==> src/rtl/ram_req_ctrl_if.sv <==
// Request/response channel for ram_req_ctrl: in-order requests master->slave, read data back slave->master.
// Both directions use valid/ready; a transfer happens on a clock edge where valid && ready.
interface ram_req_ctrl_if #(
   parameter int Data_width = 32,
   parameter int Addr_width = 7
);
   logic                  req_valid;
   logic                  req_ready;
   logic                  req_we;
   logic [Addr_width-1:0] req_addr;
   logic [Data_width-1:0] req_wdata;
   logic                  rsp_valid;
   logic                  rsp_ready;
   logic [Data_width-1:0] rsp_rdata;

   modport master (
      output req_valid, req_we, req_addr, req_wdata, rsp_ready,
      input  req_ready, rsp_valid, rsp_rdata
   );

   modport slave (
      input  req_valid, req_we, req_addr, req_wdata, rsp_ready,
      output req_ready, rsp_valid, rsp_rdata
   );
endinterface

==> src/rtl/ram_req_ctrl.sv <==
// Front-end for a single-port sync RAM: clears it after reset, then serves in-order reads/writes; reads respond 2 cycles after acceptance.
// Backpressure: req_ready drops when buffered plus in-flight reads reach 3, so a stalled consumer never loses data.
module ram_req_ctrl #(
   parameter int                    Data_width = 32,
   parameter int                    Addr_width = 7,
   parameter logic [Data_width-1:0] INIT_VALUE = '0
) (
   input  logic                  clk,
   input  logic                  rst,
   ram_req_ctrl_if.slave         bus,
   output logic                  init_done,
   output logic                  ram_we,
   output logic [Addr_width-1:0] ram_address,
   output logic [Data_width-1:0] ram_d,
   input  logic [Data_width-1:0] ram_q
);
   typedef enum logic {INIT, RUN} state_e;

   localparam logic [Addr_width:0] LAST_ADDR = (Addr_width+1)'((1 << Addr_width) - 1);
   localparam logic [Addr_width:0] CNT_ONE   = (Addr_width+1)'(1);

   state_e                state_q, state_d;
   logic [Addr_width:0]   cnt_q, cnt_d;
   logic                  init_done_q, init_done_d;
   logic                  pend_q, pend_d;
   logic [1:0]            occ_q, occ_d;
   logic [1:0]            wr_ptr_q, wr_ptr_d;
   logic [1:0]            rd_ptr_q, rd_ptr_d;
   logic [Data_width-1:0] buf_q [3];
   logic                  req_rdy;
   logic                  rd_acc;
   logic                  push;
   logic                  pop;
   logic [2:0]            inflight;

   assign inflight = {1'b0, occ_q} + {2'b00, pend_q};
   assign push     = pend_q;
   assign pop      = (occ_q != 2'd0) && bus.rsp_ready;
   assign rd_acc   = bus.req_valid && req_rdy && !bus.req_we;
   assign pend_d   = rd_acc;

   always_comb begin
      state_d     = state_q;
      cnt_d       = cnt_q;
      init_done_d = init_done_q;
      req_rdy     = 1'b0;
      ram_we      = 1'b0;
      ram_address = bus.req_addr;
      ram_d       = bus.req_wdata;
      case (state_q)
         INIT: begin
            ram_we      = 1'b1;
            ram_address = cnt_q[Addr_width-1:0];
            ram_d       = INIT_VALUE;
            cnt_d       = cnt_q + CNT_ONE;
            if (cnt_q == LAST_ADDR) begin
               state_d     = RUN;
               init_done_d = 1'b1;
            end
         end
         RUN: begin
            // The pending read owns a slot, so its push can never overflow.
            req_rdy = (inflight < 3'd3);
            ram_we  = bus.req_valid && req_rdy && bus.req_we;
         end
      endcase
      if (rst) begin
         req_rdy = 1'b0;
         ram_we  = 1'b0;
      end
   end

   always_comb begin
      wr_ptr_d = wr_ptr_q;
      rd_ptr_d = rd_ptr_q;
      occ_d    = occ_q;
      if (push) wr_ptr_d = (wr_ptr_q == 2'd2) ? 2'd0 : wr_ptr_q + 2'd1;
      if (pop)  rd_ptr_d = (rd_ptr_q == 2'd2) ? 2'd0 : rd_ptr_q + 2'd1;
      case ({push, pop})
         2'b10:   occ_d = occ_q + 2'd1;
         2'b01:   occ_d = occ_q - 2'd1;
         default: occ_d = occ_q;
      endcase
   end

   always_ff @(posedge clk) begin
      if (rst) begin
         state_q     <= INIT;
         cnt_q       <= '0;
         init_done_q <= 1'b0;
         pend_q      <= 1'b0;
         occ_q       <= '0;
         wr_ptr_q    <= '0;
         rd_ptr_q    <= '0;
         for (int i = 0; i < 3; i++) buf_q[i] <= '0;
      end else begin
         state_q     <= state_d;
         cnt_q       <= cnt_d;
         init_done_q <= init_done_d;
         pend_q      <= pend_d;
         occ_q       <= occ_d;
         wr_ptr_q    <= wr_ptr_d;
         rd_ptr_q    <= rd_ptr_d;
         if (push) buf_q[wr_ptr_q] <= ram_q;
      end
   end

   assign bus.req_ready = req_rdy;
   assign bus.rsp_valid = (occ_q != 2'd0);
   assign bus.rsp_rdata = buf_q[rd_ptr_q];
   assign init_done     = init_done_q;
endmodule
==> src/flat_wrapper.sv <==
// flat-port wrapper written by rule: the top's interface ports become plain ports
module ram_req_ctrl_flat 
#(
   parameter int                    Data_width = 32,
   parameter int                    Addr_width = 7,
   parameter logic [Data_width-1:0] INIT_VALUE = '0
)
  (clk, rst, init_done, ram_we, ram_address, ram_d, ram_q, bus_req_valid, bus_req_we, bus_req_addr, bus_req_wdata, bus_rsp_ready, bus_req_ready, bus_rsp_valid, bus_rsp_rdata);
  ram_req_ctrl_if #(.Data_width(Data_width), .Addr_width(Addr_width)) bus_i ();
  input  logic clk;
  input  logic rst;
  output logic init_done;
  output logic ram_we;
  output logic [Addr_width-1:0] ram_address;
  output logic [Data_width-1:0] ram_d;
  input  logic [Data_width-1:0] ram_q;
  input wire logic [$bits(bus_i.req_valid)-1:0] bus_req_valid;
  input wire logic [$bits(bus_i.req_we)-1:0] bus_req_we;
  input wire logic [$bits(bus_i.req_addr)-1:0] bus_req_addr;
  input wire logic [$bits(bus_i.req_wdata)-1:0] bus_req_wdata;
  input wire logic [$bits(bus_i.rsp_ready)-1:0] bus_rsp_ready;
  output wire logic [$bits(bus_i.req_ready)-1:0] bus_req_ready;
  output wire logic [$bits(bus_i.rsp_valid)-1:0] bus_rsp_valid;
  output wire logic [$bits(bus_i.rsp_rdata)-1:0] bus_rsp_rdata;
  assign bus_i.req_valid = bus_req_valid;
  assign bus_i.req_we = bus_req_we;
  assign bus_i.req_addr = bus_req_addr;
  assign bus_i.req_wdata = bus_req_wdata;
  assign bus_i.rsp_ready = bus_rsp_ready;
  assign bus_req_ready = bus_i.req_ready;
  assign bus_rsp_valid = bus_i.rsp_valid;
  assign bus_rsp_rdata = bus_i.rsp_rdata;
  ram_req_ctrl #(.Data_width(Data_width), .Addr_width(Addr_width), .INIT_VALUE(INIT_VALUE)) u_core (.clk(clk), .rst(rst), .bus(bus_i), .init_done(init_done), .ram_we(ram_we), .ram_address(ram_address), .ram_d(ram_d), .ram_q(ram_q));
endmodule
==> config.mk <==
export PLATFORM = sky130hd
export DESIGN_NAME = ram_req_ctrl_flat
export DESIGN_NICKNAME = d
export VERILOG_FILES = /design/src/rtl/ram_req_ctrl_if.sv /design/src/rtl/ram_req_ctrl.sv /design/src/flat_wrapper.sv
export SDC_FILE = /design/constraint.sdc
export NUM_CORES = 1
export LEC_CHECK = 0
export CELL_PAD_IN_SITES_DETAIL_PLACEMENT = 0
export CELL_PAD_IN_SITES_GLOBAL_PLACEMENT = 1
export CORE_ASPECT_RATIO = 1.2
export CORE_MARGIN = 2
export CORE_UTILIZATION = 41
export CTS_CLUSTER_DIAMETER = 30
export DETAILED_ROUTE_END_ITERATION = 12
export PLACE_DENSITY = 0.88
export SLEW_MARGIN = 20
export SYNTH_ARGS = -nofsm -noshare
export SYNTH_HDL_FRONTEND = slang
export SYNTH_SLANG_ARGS = --single-unit
==> constraint.sdc <==
create_clock -name clk -period 2.3 [get_ports clk]
set_clock_uncertainty 0.05 [all_clocks]
set_input_delay 0.46 -clock clk [delete_from_list [all_inputs] [get_ports clk]]
set_output_delay 0.46 -clock clk [all_outputs]
set_load 0.01 [all_outputs]
==> impl_results.md, run 1 <==
* Comb power frac at 0.053
* Drt via density at 4.93
* Post-detailed-route wirelength per cell at 17.3 µm
* Cell count after placement at 767
* Iteration count of the initial detailed-routing pass at 4
* Clk slew on worst S/H paths at 0.06 ns
* CP endpoint kind: output port
* Critical path, cell by cell: buf_12 -> buf_12 -> mux4_2 -> buf_6
* Avg Cell Area, Syn at 15.7 µm²
* CP max-delay cell: mux4_2
* Starting density of the core at 0.415
* DRT Wirelength at roughly 14000 µm
* Pleak at between 3 and 4 nW
* Yosys reg bits at between 100 and 150
* Layout area overhead at 40.7%
* Utilization after layout at 0.585
* DR vias at 3966
* Nets at 664
* CP Class: reg -> out
* Chip height at 141 µm
* Pint at 4.76 mW
* Synth Cell Area at 0.00642 mm²
* Max Buffers Root-to-Sink at 2
* TritonCTS Buffers at 17
* Final min period at 2.27 ns
* Initial antenna violation count at 0
* Req. time, crit path at 1.79 ns
* Relative slew slack at 0.706
* Post-route ant nets at 0
* Ys Warns at 0
* Clk root buf: clkbuf_16
* Clock Latency Late Sink at slightly above 0.4 ns
* Multi-input logic area at 0.00209 mm²
* Worst-path fanout max at 5
* Gr ovfl total at 0
* Final setup margin at 0.0277 ns
* Seq pwr share at 0.498
* Routability congestion estimate at 0.726
* Ys flop type: edfxtp_1
* CTS Hold Bufs at 0
* Max-cap violations at 0
* DP Worst Slack at -0.0292 ns
* Fillcell total at 1210
* HPWL Detailed at 8910 µm
* FFs w/ async S/R, synth at 0
* Post-Syn Instances at between 400 and 500
* First-pass GRT wire length at ~22000 µm
* Fmax at 440 MHz
* EDFF count, synth at 128
* Hold Vio Cnt, Final at 0
* 1st-iter DRT viols at 227
* H-tree depth at 4
* Distinct cells, synth at 37
* DRC at 0
* TritonCTS clock tree: built
* All-Layer GR Usage at 0.173
* Number of diodes at 0
* Hold Path Depth at 2
* Status: finished clean
* Vias in the first global route at roughly 4300
* Core area at around 0.015 mm²
* TritonCTS Sinks at 147
* CP arrival at 1.76 ns
* Startpoint Class: register
* I/O pins at 151
* Setup Viol. Count Final at 0
* HP Class: reg -> reg
* Peak VDD IR at 0.000460 V
* Clock power share at 0.449
* FF/Latch Area at ~0.0042 mm²
* Slew @ Worst Pin at roughly 0.44 ns
* Num rows at 50
* R2R cell count at 6
* Buffers on Ports at 150
* Switching power at 1.22 mW
* Largest net degree at the start of global routing at 33
* Seq/Total Area, Yosys at 0.658
* RSZ-0062 raised after global routing: yes
* Die area at around 0.017 mm²
* Final Max Slew Viols at 0
* PwrDens at 661 mW/mm²
* Post-Syn Nets at 490
* Fin crit share at 0.988
* Non-Filler Instances at 805
* Most frequent CP cell: buf_12
* Switching share of power at 0.204
* Share of cells above drive strength 1 at 0.240
* Die width at 118 µm
* Slowest stage delay, CP at between 0.5 and 0.6 ns
timing repair:
action | in CTS | in global routing
gates resized for setup | 137 | 19
buffers inserted | 2 | 0
endpoints found under the setup margin | 41 | 26
pin swaps | 0 | 3
cloned | 4 | 0
synth_stat cells (all sizes together), types with 3 or more instances:
master,n,area (µm²)
clkbuf,16,63.8
buf,7,33.8
or3,4,25.0
xor2,4,35.0
or4,3,22.5
dfxtp,19,380
and2,128,801
or2,4,25.0
nand2,6,22.5
ha,4,50.1
a21oi,12,60.1
mux2,7,78.8
edfxtp,128,3840
inv,4,15.0
mux4,32,721
o21ai,4,20.0
nor2,8,30.0
routing by layer:
metal	track usage	routed length (µm)
met5	0	0
met4	0.0399	90
met3	0.0611	880
met2	0.321	7670
met1	0.190	5320
registers in the layout, summed over array words and instances (netlist names), named ones only:
signal            count
u_core.init_done      1
u_core.wr_ptr_q       2
u_core.occ_q          2
u_core.buf_q        128
u_core.rd_ptr_q       2
u_core.state_q        1
u_core.pend_q         1
u_core.cnt_q          8
power groups by stage:
stage / clock network (mW) / logic [mW] / registers, mW
2_1_floorplan: 0 / 0.0899 / 3.02
3_3_place_gp: 0 / 0.334 / 3.03
3_5_place_dp: 0 / 0.340 / 3.03
4_1_cts: 2.72 / 0.321 / 2.97
5_1_grt: 2.82 / 0.345 / 2.98
6_report: 2.68 / 0.319 / 2.97
kinds of logic (layout without fill, tap and decap cells):
kind of cell	count (synthesis)	count (layout)	share of synthesized area
and+or+nand+nor	169	169	0.169
DFF	147	147	0.658
muxes	40	40	0.126
buffers and inverters	27	214	0.0175
AOI/OAI and AO/OA	17	17	0.0136
xor gates and xnor gates	6	6	0.00819
adders and majority gates	4	4	0.00780
layout by cell type, fill, tap and decap left out, types with 4 or more instances in the layout:
master / netlist / layout
edfxtp_1: 128 / 128
mux4_2: 32 / 32
clkinv_4: 0 / 4
ha_1: 4 / 4
buf_12: 0 / 12
or2_2: 4 / 4
or3_1: 4 / 4
dfxtp_1: 19 / 16
nand2_1: 6 / 6
clkdlybuf4s50_1: 0 / 103
o21ai_0: 4 / 4
clkbuf_16: 0 / 17
xor2_1: 4 / 4
and2_1: 128 / 128
buf_6: 0 / 7
dlymetal6s2s_1: 0 / 10
buf_4: 0 / 11
nor2_1: 8 / 8
buf_16: 0 / 4
dlygate4sd2_1: 0 / 6
buf_2: 6 / 24
mux2_2: 7 / 7
a21oi_1: 12 / 10
path summary, 6_finish.rpt:
check | to | slack (ns) | startpoint
worst max-delay path | bus_rsp_rdata[31] | 0.03 | register
worst min-delay path | u_core.init_done | 0.41 | u_core.init_done
worst max register to register | u_core.occ_q[1] | 0.46 | u_core.occ_q[0]
worst min register to register | u_core.init_done | 0.41 | u_core.init_done
worst max-delay path: cells and delay by family (launching register included):
kind	cells	cell delay [ns]
buf+inv	3	0.42
mux	1	0.54
flops	1	0.38
stage by stage:
step / power, mW / hold WS (ns) / cell area [µm²] / setup TNS (ns)
after floorplan: 3.11 / 0.405 / 6420 / 0
after global placement: 3.36 / 0.402 / 8370 / -0.0548
after detailed placement: 3.37 / 0.397 / 8370 / -0.145
after CTS: 6.02 / 0.410 / 8990 / 0
after global routing: 6.14 / 0.445 / 9030 / -0.105
final: 5.97 / 0.405 / 9030 / 0
final cells by class:
| type | count | area share |
|---|---|---|
| sequential | 147 | 0.468 |
| multi-input combinational | 236 | 0.232 |
| clock buffer | 18 | 0.0475 |
| tap | 208 | 0.0288 |
| clock inverter | 14 | 0.0172 |
| timing repair buffer | 178 | 0.205 |
| inverter | 4 | 0.00166 |
(Power assumes the default switching activity.)
==> run 2: changes to the inputs <==
RECOVER_POWER = 100   (was not set)
==> run 2 against run 1 <==
Net effect: combinational power fell by 4%; sequential cell count did not move; die area did not move; core utilization barely moved; maximum frequency barely moved; sequential power barely moved; power fell by 0.21%.
==> impl_results.md, run 2 (same netlist as run 1, synthesis figures left out) <==
* DP Worst Slack at -0.0292 ns
* Max Buffers Root-to-Sink at 2
* Slowest stage delay, CP at 0.54 ns
* Starting density of the core at 0.415
* R2r setup slk at 0.45 ns
* Clk root buf: clkbuf_16
* Post-route ant nets at 0
* DR vias at 3924
* Met3 Usage GRT at 0.0611
* Buffers on Ports at 150
* Gr ovfl total at 0
* PwrDens at 660 mW/mm²
* Initial antenna violation count at 2
* Num rows at 50
* Die width at 118 µm
* All-Layer GR Usage at 0.173
* Post-detailed-route wirelength per cell at 17.2 µm
* RSZ-0062 raised after global routing: yes
* RR Startpoint: u_core.occ_q[0]
* HPWL Detailed at ~8900 µm
* Clock Latency Late Sink at 0.41 ns
* CP Class: reg -> out
* Final setup margin at 0.0289 ns
* Share of cells above drive strength 1 at 0.236
* Fmax at 440 MHz
* Slew @ Worst Pin at 0.467 ns
* Global route hottest layer: met2
* CP endpoint kind: output port
* Largest regs: u_core.buf_q (128), u_core.cnt_q (8)
* Top reg by flops: u_core.buf_q
* Largest net degree at the start of global routing at 33
* Fillcell total at around 1200
* Critical path, cell by cell: buf_12 -> buf_12 -> mux4_2 -> buf_6
* Family with the most delay on the worst path: multiplexers
* Die area at 0.0167 mm²
* Core area at 0.0155 mm²
* Startpoint Class: register
* Layout area overhead at 40.6%
* Total power at 5.96 mW
* H-tree depth at 4
* Worst setup path end: bus_rsp_rdata[31]
* Worst hold slack at approximately 0.4 ns
* TritonCTS clock tree: built
* RR Endpoint: u_core.occ_q[1]
* Number of flip-flops in the largest register at 128
* Relative slew slack at 0.689
* Req. time, crit path at 1.79 ns
* DRC at 0
* Clk slew on worst S/H paths at 0.06 ns
* Crit path depth at 4
* 1st-iter DRT viols at 225
* Vias in the first global route at 4349
* Setup Viol. Count Final at 0
* Peak VDD IR at 0.000459 V
* First-pass GRT wire length at 22100 µm
* Final Max Slew Viols at 0
* Nets at 664
* Status: finished clean
* CP max-delay cell: mux4_2
* Most frequent CP cell: buf_12
* Pleak at 3.47 nW
* Worst path bufs/invs at 3
* DRT Wirelength at 13900 µm
* HP Class: reg -> reg
* Max-cap violations at 0
* I/O pins at between 150 and 200
* Drt via density at 4.87
* Fin crit share at 0.987
* Most frequent cells in the layout: 128 x and2_1, 128 x edfxtp_1, 71 x clkdlybuf4s50_1
* TritonCTS Sinks at 147
* Met2 usage at 0.321
* CP arrival at 1.76 ns
* Worst-path fanout max at 5
* R2R cell count at 6
* Chip height at 141 µm
* GRT met1 Usage at 0.190
* Routability congestion estimate at 0.726
* CTS Hold Bufs at 0
* Hold Vio Cnt, Final at 0
* TritonCTS Buffers at 17
* Final min period at 2.27 ns
* Iteration count of the initial detailed-routing pass at 5
run 2: changes by cell type in the layout (fill, tap and decap cells not counted):
cell	delta
buf_4	-1
clkbuf_1	+1
clkdlybuf4s50_1	-32
diode_2	+1
dlygate4sd3_1	+32
nand4b_1	+1
nand4b_2	-1
run 2: final cells by class:
| type | instances | area, µm² | share of cell area |
|---|---|---|---|
| Clock inverter | 14 | 155 | 0.0172 |
| Clock buffer | 18 | 429 | 0.0476 |
| Timing Repair Buffer | 178 | 1850 | 0.205 |
| Tap cell | 208 | 260 | 0.0288 |
| Antenna cell | 1 | 2.50 | 0.000277 |
| Multi-Input combinational cell | 236 | 2090 | 0.231 |
| Inverter | 4 | 15.0 | 0.00166 |
| Sequential cell | 147 | 4230 | 0.469 |
run 2: tightest hold or removal path, cell delays in order (launching register included):
cell	delay [ns]
dfxtp_1	0.31
inv_1	0.05
a21oi_1	0.05
run 2: where the power goes:
group	switching (mW)	internal [mW]	total, mW
clock	1.07	1.61	2.68
sequential	0.0206	2.95	2.97
combinational	0.123	0.184	0.307
run 2: repair_timing:
action,CTS,global route
cloned,4,0
resized for setup,137,19
endpoints found under the setup margin,41,26
endpoints found under the hold margin,0,0
setup buffers,2,0
pin swaps,0,3
run 2: metal layers:
metal	part of all wire	routed length (µm)	vias to the layer above
met2	0.55	7580	133
met5	0.00094	13	-
met1	0.38	5300	1913
met3	0.066	913	11
li1	-	-	1865
met4	0.0055	76	2
run 2: metrics by stage:
step | util | instances | cell area (µm²) | setup TNS [ns]
floorplan | - | 410 | 6420 | 0
global placement | 0.541 | 767 | 8370 | -0.0548
detailed placement | 0.541 | 767 | 8370 | -0.145
CTS | 0.582 | 805 | 8990 | 0
global route | 0.584 | 806 | 9020 | -0.105
finish | 0.584 | 806 | 9020 | 0
run 2: how the worst min path moves through the flow:
stage	start	to	slack, ns	cells after the start
2_1_floorplan	u_core.cnt_q[7]	u_core.cnt_q[7]	0.40	2
3_3_place_gp	u_core.init_done	u_core.init_done	0.40	2
3_5_place_dp	u_core.init_done	u_core.init_done	0.40	2
4_1_cts	u_core.init_done	u_core.init_done	0.41	2
5_1_grt	u_core.init_done	u_core.init_done	0.45	2
6_report	u_core.init_done	u_core.init_done	0.41	2
==> run 3: changes to the inputs <==
ABC_AREA = 1   (was not set)
CELL_PAD_IN_SITES_DETAIL_PLACEMENT = not set   (was 0)
CELL_PAD_IN_SITES_GLOBAL_PLACEMENT = not set   (was 1)
CORE_UTILIZATION = 45   (was 41)
PLACE_DENSITY = 0.84   (was 0.88)
clock period = 2.05 ns   (was 2.3 ns; I/O delays follow)
==> run 3 against run 2 <==
Net effect: cell count rose by 27%; the flow now finishes with violations (setup timing); worst hold slack worse by 0.0015 ns; first-iteration DRC count up 77%; sequential power is 12% higher; non-clock buffer count grew 14; power up 15%; clock power up 17%; worst setup slack got worse by 0.095 ns; sequential share of layout area decreased by 0.75 points; combinational power up 16%; largest power group unchanged; cell area rose by 1.7%.
==> impl_results.md, run 3 <==
* Status: finished with violations
* Failing checks: setup timing
* Clk slew on worst S/H paths at 0.06 ns
* DRT Wirelength at 16600 µm
* Ys flop type: edfxtp_1
* Core area at 0.0144 mm²
* Post-synth top area cell: edfxtp_1
* TritonCTS clock tree: built
* Critical path, cell by cell: ha_4 -> ha_4 -> a21oi_4 -> nand3_2 -> a21oi_2 -> buf_2
* Vias in the first global route at 5388
* RR Startpoint: u_core.pend_q
* Slew @ Worst Pin at 0.723 ns
* HP Class: reg -> reg
* Yosys reg bits at 147
* Worst-path fanout max at 2
* Layout area overhead at 39.2%
* Final Max Slew Viols at 0
* Post-detailed-route wirelength per cell at 16.2 µm
* Comb power frac at 0.052
* Utilization after layout at 0.640
* TritonCTS Buffers at 17
* CP endpoint kind: output port
* Top reg by flops: u_core.buf_q
* I/O pins at 151
* CP arrival at approximately 1.7 ns
* Clock power share at 0.459
* Iteration count of the initial detailed-routing pass at 5
* Chip height at 137 µm
* CP Class: reg -> out
* Number of flip-flops in the largest register at 128
* DRC at 0
* Fmax at roughly 470 MHz
* Non-Filler Instances at just over 1000
* 1st-iter DRT viols at 399
* Final min period at about 2.1 ns
* RR Endpoint: u_core.buf_q[3][3]
* Routability congestion estimate at 0.802
* Post-synth top area share at 0.583
* Top post-synthesis cells by count: 168 x nor2_1, 128 x edfxtp_1, 86 x inv_1
* TritonCTS Sinks at 147
* Critical path startpoint: u_core.occ_q[0]
* Die width at 115 µm
* Total power at 6.83 mW
* Final setup margin at -0.0660 ns
* Initial antenna violation count at 0
* Pint at 5.41 mW
* Gr ovfl total at 0
* Drt via density at between 5 and 6
* Switching share of power at 0.207
* Most frequent cells in the layout: 166 x nor2_1, 128 x edfxtp_1, 85 x inv_1
* Multi-input logic area at between 0.0015 and 0.002 mm²
* Fillcell total at 1093
* Clock Latency Late Sink at 0.42 ns
* CTS Hold Bufs at 0
* Setup Viol. Count Final at 3
* Seq/Total Area, Yosys at 0.640
* Ys Warns at 0
* Number of diodes at 0
* FFs w/ async S/R, synth at 0
* Worst setup path end: ram_we
* HPWL Detailed at 10500 µm
* EDFF count, synth at 128
* Share of cells above drive strength 1 at 0.186
* Post-route ant nets at 0
* R2R cell count at 5
* Top-count cell post-synth: nor2_1
* Post-Syn Instances at 660
* DR vias at 5259
* Relative slew slack at 0.518
* Setup TNS at -0.0852 ns
* All-Layer GR Usage at 0.221
* Die area at ~0.016 mm²
* PwrDens at 744 mW/mm²
* R2r setup slk at 0.45 ns
* CP max-delay cell: dfxtp_2
* Buffers on Ports at 150
* Starting density of the core at 0.459
* Clk root buf: clkbuf_16
* First-pass GRT wire length at between 20000 and 30000 µm
* Cell count after placement at 981
* Largest regs: u_core.buf_q (128), u_core.cnt_q (8)
* Largest net degree at the start of global routing at 33
* Num rows at 48
* Max Buffers Root-to-Sink at 2
* Nets at 916
* Peak VDD IR at roughly 0.00050 V
* Slowest stage delay, CP at about 0.33 ns
* Max-cap violations at 0
* Synth area leaders: edfxtp_1 58%, nor2_1 9.6%, dfxtp_1 5.8%
* Distinct cells, synth at 29
* FF/Latch Area at 0.00423 mm²
* Startpoint Class: register
* Post-Syn Nets at 740
* Req. time, crit path at roughly 1.6 ns
* RSZ-0062 raised after global routing: yes
* Pleak at approximately 4.1 nW
* Synth Cell Area at 0.00660 mm²
* H-tree depth at 4
* Leading cell type in the layout, fill and taps excluded: nor2_1
* Fin crit share at 1.03
* Seq pwr share at 0.488
* Avg Cell Area, Syn at 9.99 µm²
* Switching power at 1.41 mW
* Most frequent CP cell: ha_4
* Hold Vio Cnt, Final at 0
[run 3: cell count changes after synthesis, moves of 58 or more]
cell	previous run	this run
and2_1	128	0
inv_1	3	86
nor2_1	8	168
o21ai_0	4	62
nand2_1	6	74
[run 3: worst max-delay path, delay by kind of cell, from the launching register on]
family                     cells  cell delay, ns
adders and majority gates      2            0.38
DFF                            1            0.33
AOI/OAI and AO/OA              2            0.30
buffers and inverters          1            0.14
and+or+nand+nor                1            0.09
[run 3: cell families (layout without fill, tap and decap cells)]
kind of cell / count (synthesis) / after routing / share of synthesized area
flip-flops: 147 / 147 / 0.640
AO/OA/AOI/OAI: 115 / 115 / 0.0950
buffers and inverters: 124 / 313 / 0.0861
AND/OR/NAND/NOR: 270 / 270 / 0.171
adder cells (fa/ha/maj): 4 / 4 / 0.00759
[run 3: worst min path at each step]
stage                                 from               end  cells past startpoint
after floorplan            u_core.cnt_q[2]   u_core.cnt_q[2]                      2
after global placement    u_core.init_done  u_core.init_done                      2
after detailed placement  u_core.init_done  u_core.init_done                      2
after CTS                 u_core.init_done  u_core.init_done                      2
after global routing      u_core.init_done  u_core.init_done                      2
final                     u_core.init_done  u_core.init_done                      2
[run 3: power by group through the flow]
stage / Combinational, mW / Sequential [mW] / Clock (mW)
final: 0.357 / 3.33 / 3.14
after global routing: 0.388 / 3.34 / 3.29
after CTS: 0.374 / 3.33 / 3.17
after detailed placement: 0.395 / 3.40 / 0
after global placement: 0.387 / 3.39 / 0
after floorplan: 0.123 / 3.39 / 0
[run 3: area by class of cell]
class                           instances  share of cell area
Multi-Input combinational cell        389               0.212
Tap cell                              175              0.0239
Timing Repair Buffer                  192               0.200
Inverter                               89              0.0375
Clock buffer                           17              0.0463
Sequential cell                       147               0.461
Clock inverter                         15              0.0198
[run 3: what timing repair did]
item / 4_1_cts / 5_1_grt
pin swaps: 13 / 12
setup buffers: 11 / 0
resized for setup: 205 / 34
setup endpoints to repair: 74 / 27
endpoints found under the hold margin: 0 / 0
gates cloned: 3 / 1
[run 3: layer usage]
metal  global-route usage  share of wire  vias to the layer above
met5                    0              0                        -
met3               0.0580          0.075                       26
li1                     -              -                     2541
met4               0.0840          0.023                        0
met1                0.233           0.37                     2461
met2                0.418           0.53                      231
[run 3: per-stage QoR]
stage          hold slack (ns)  area (µm²)  setup slack [ns]
2_1_floorplan            0.413        6630           -0.0605
3_3_place_gp             0.383        8470            -0.141
3_5_place_dp             0.390        8470            -0.146
4_1_cts                  0.403        9220           -0.0741
5_1_grt                  0.428        9180            -0.133
6_report                 0.404        9180           -0.0660
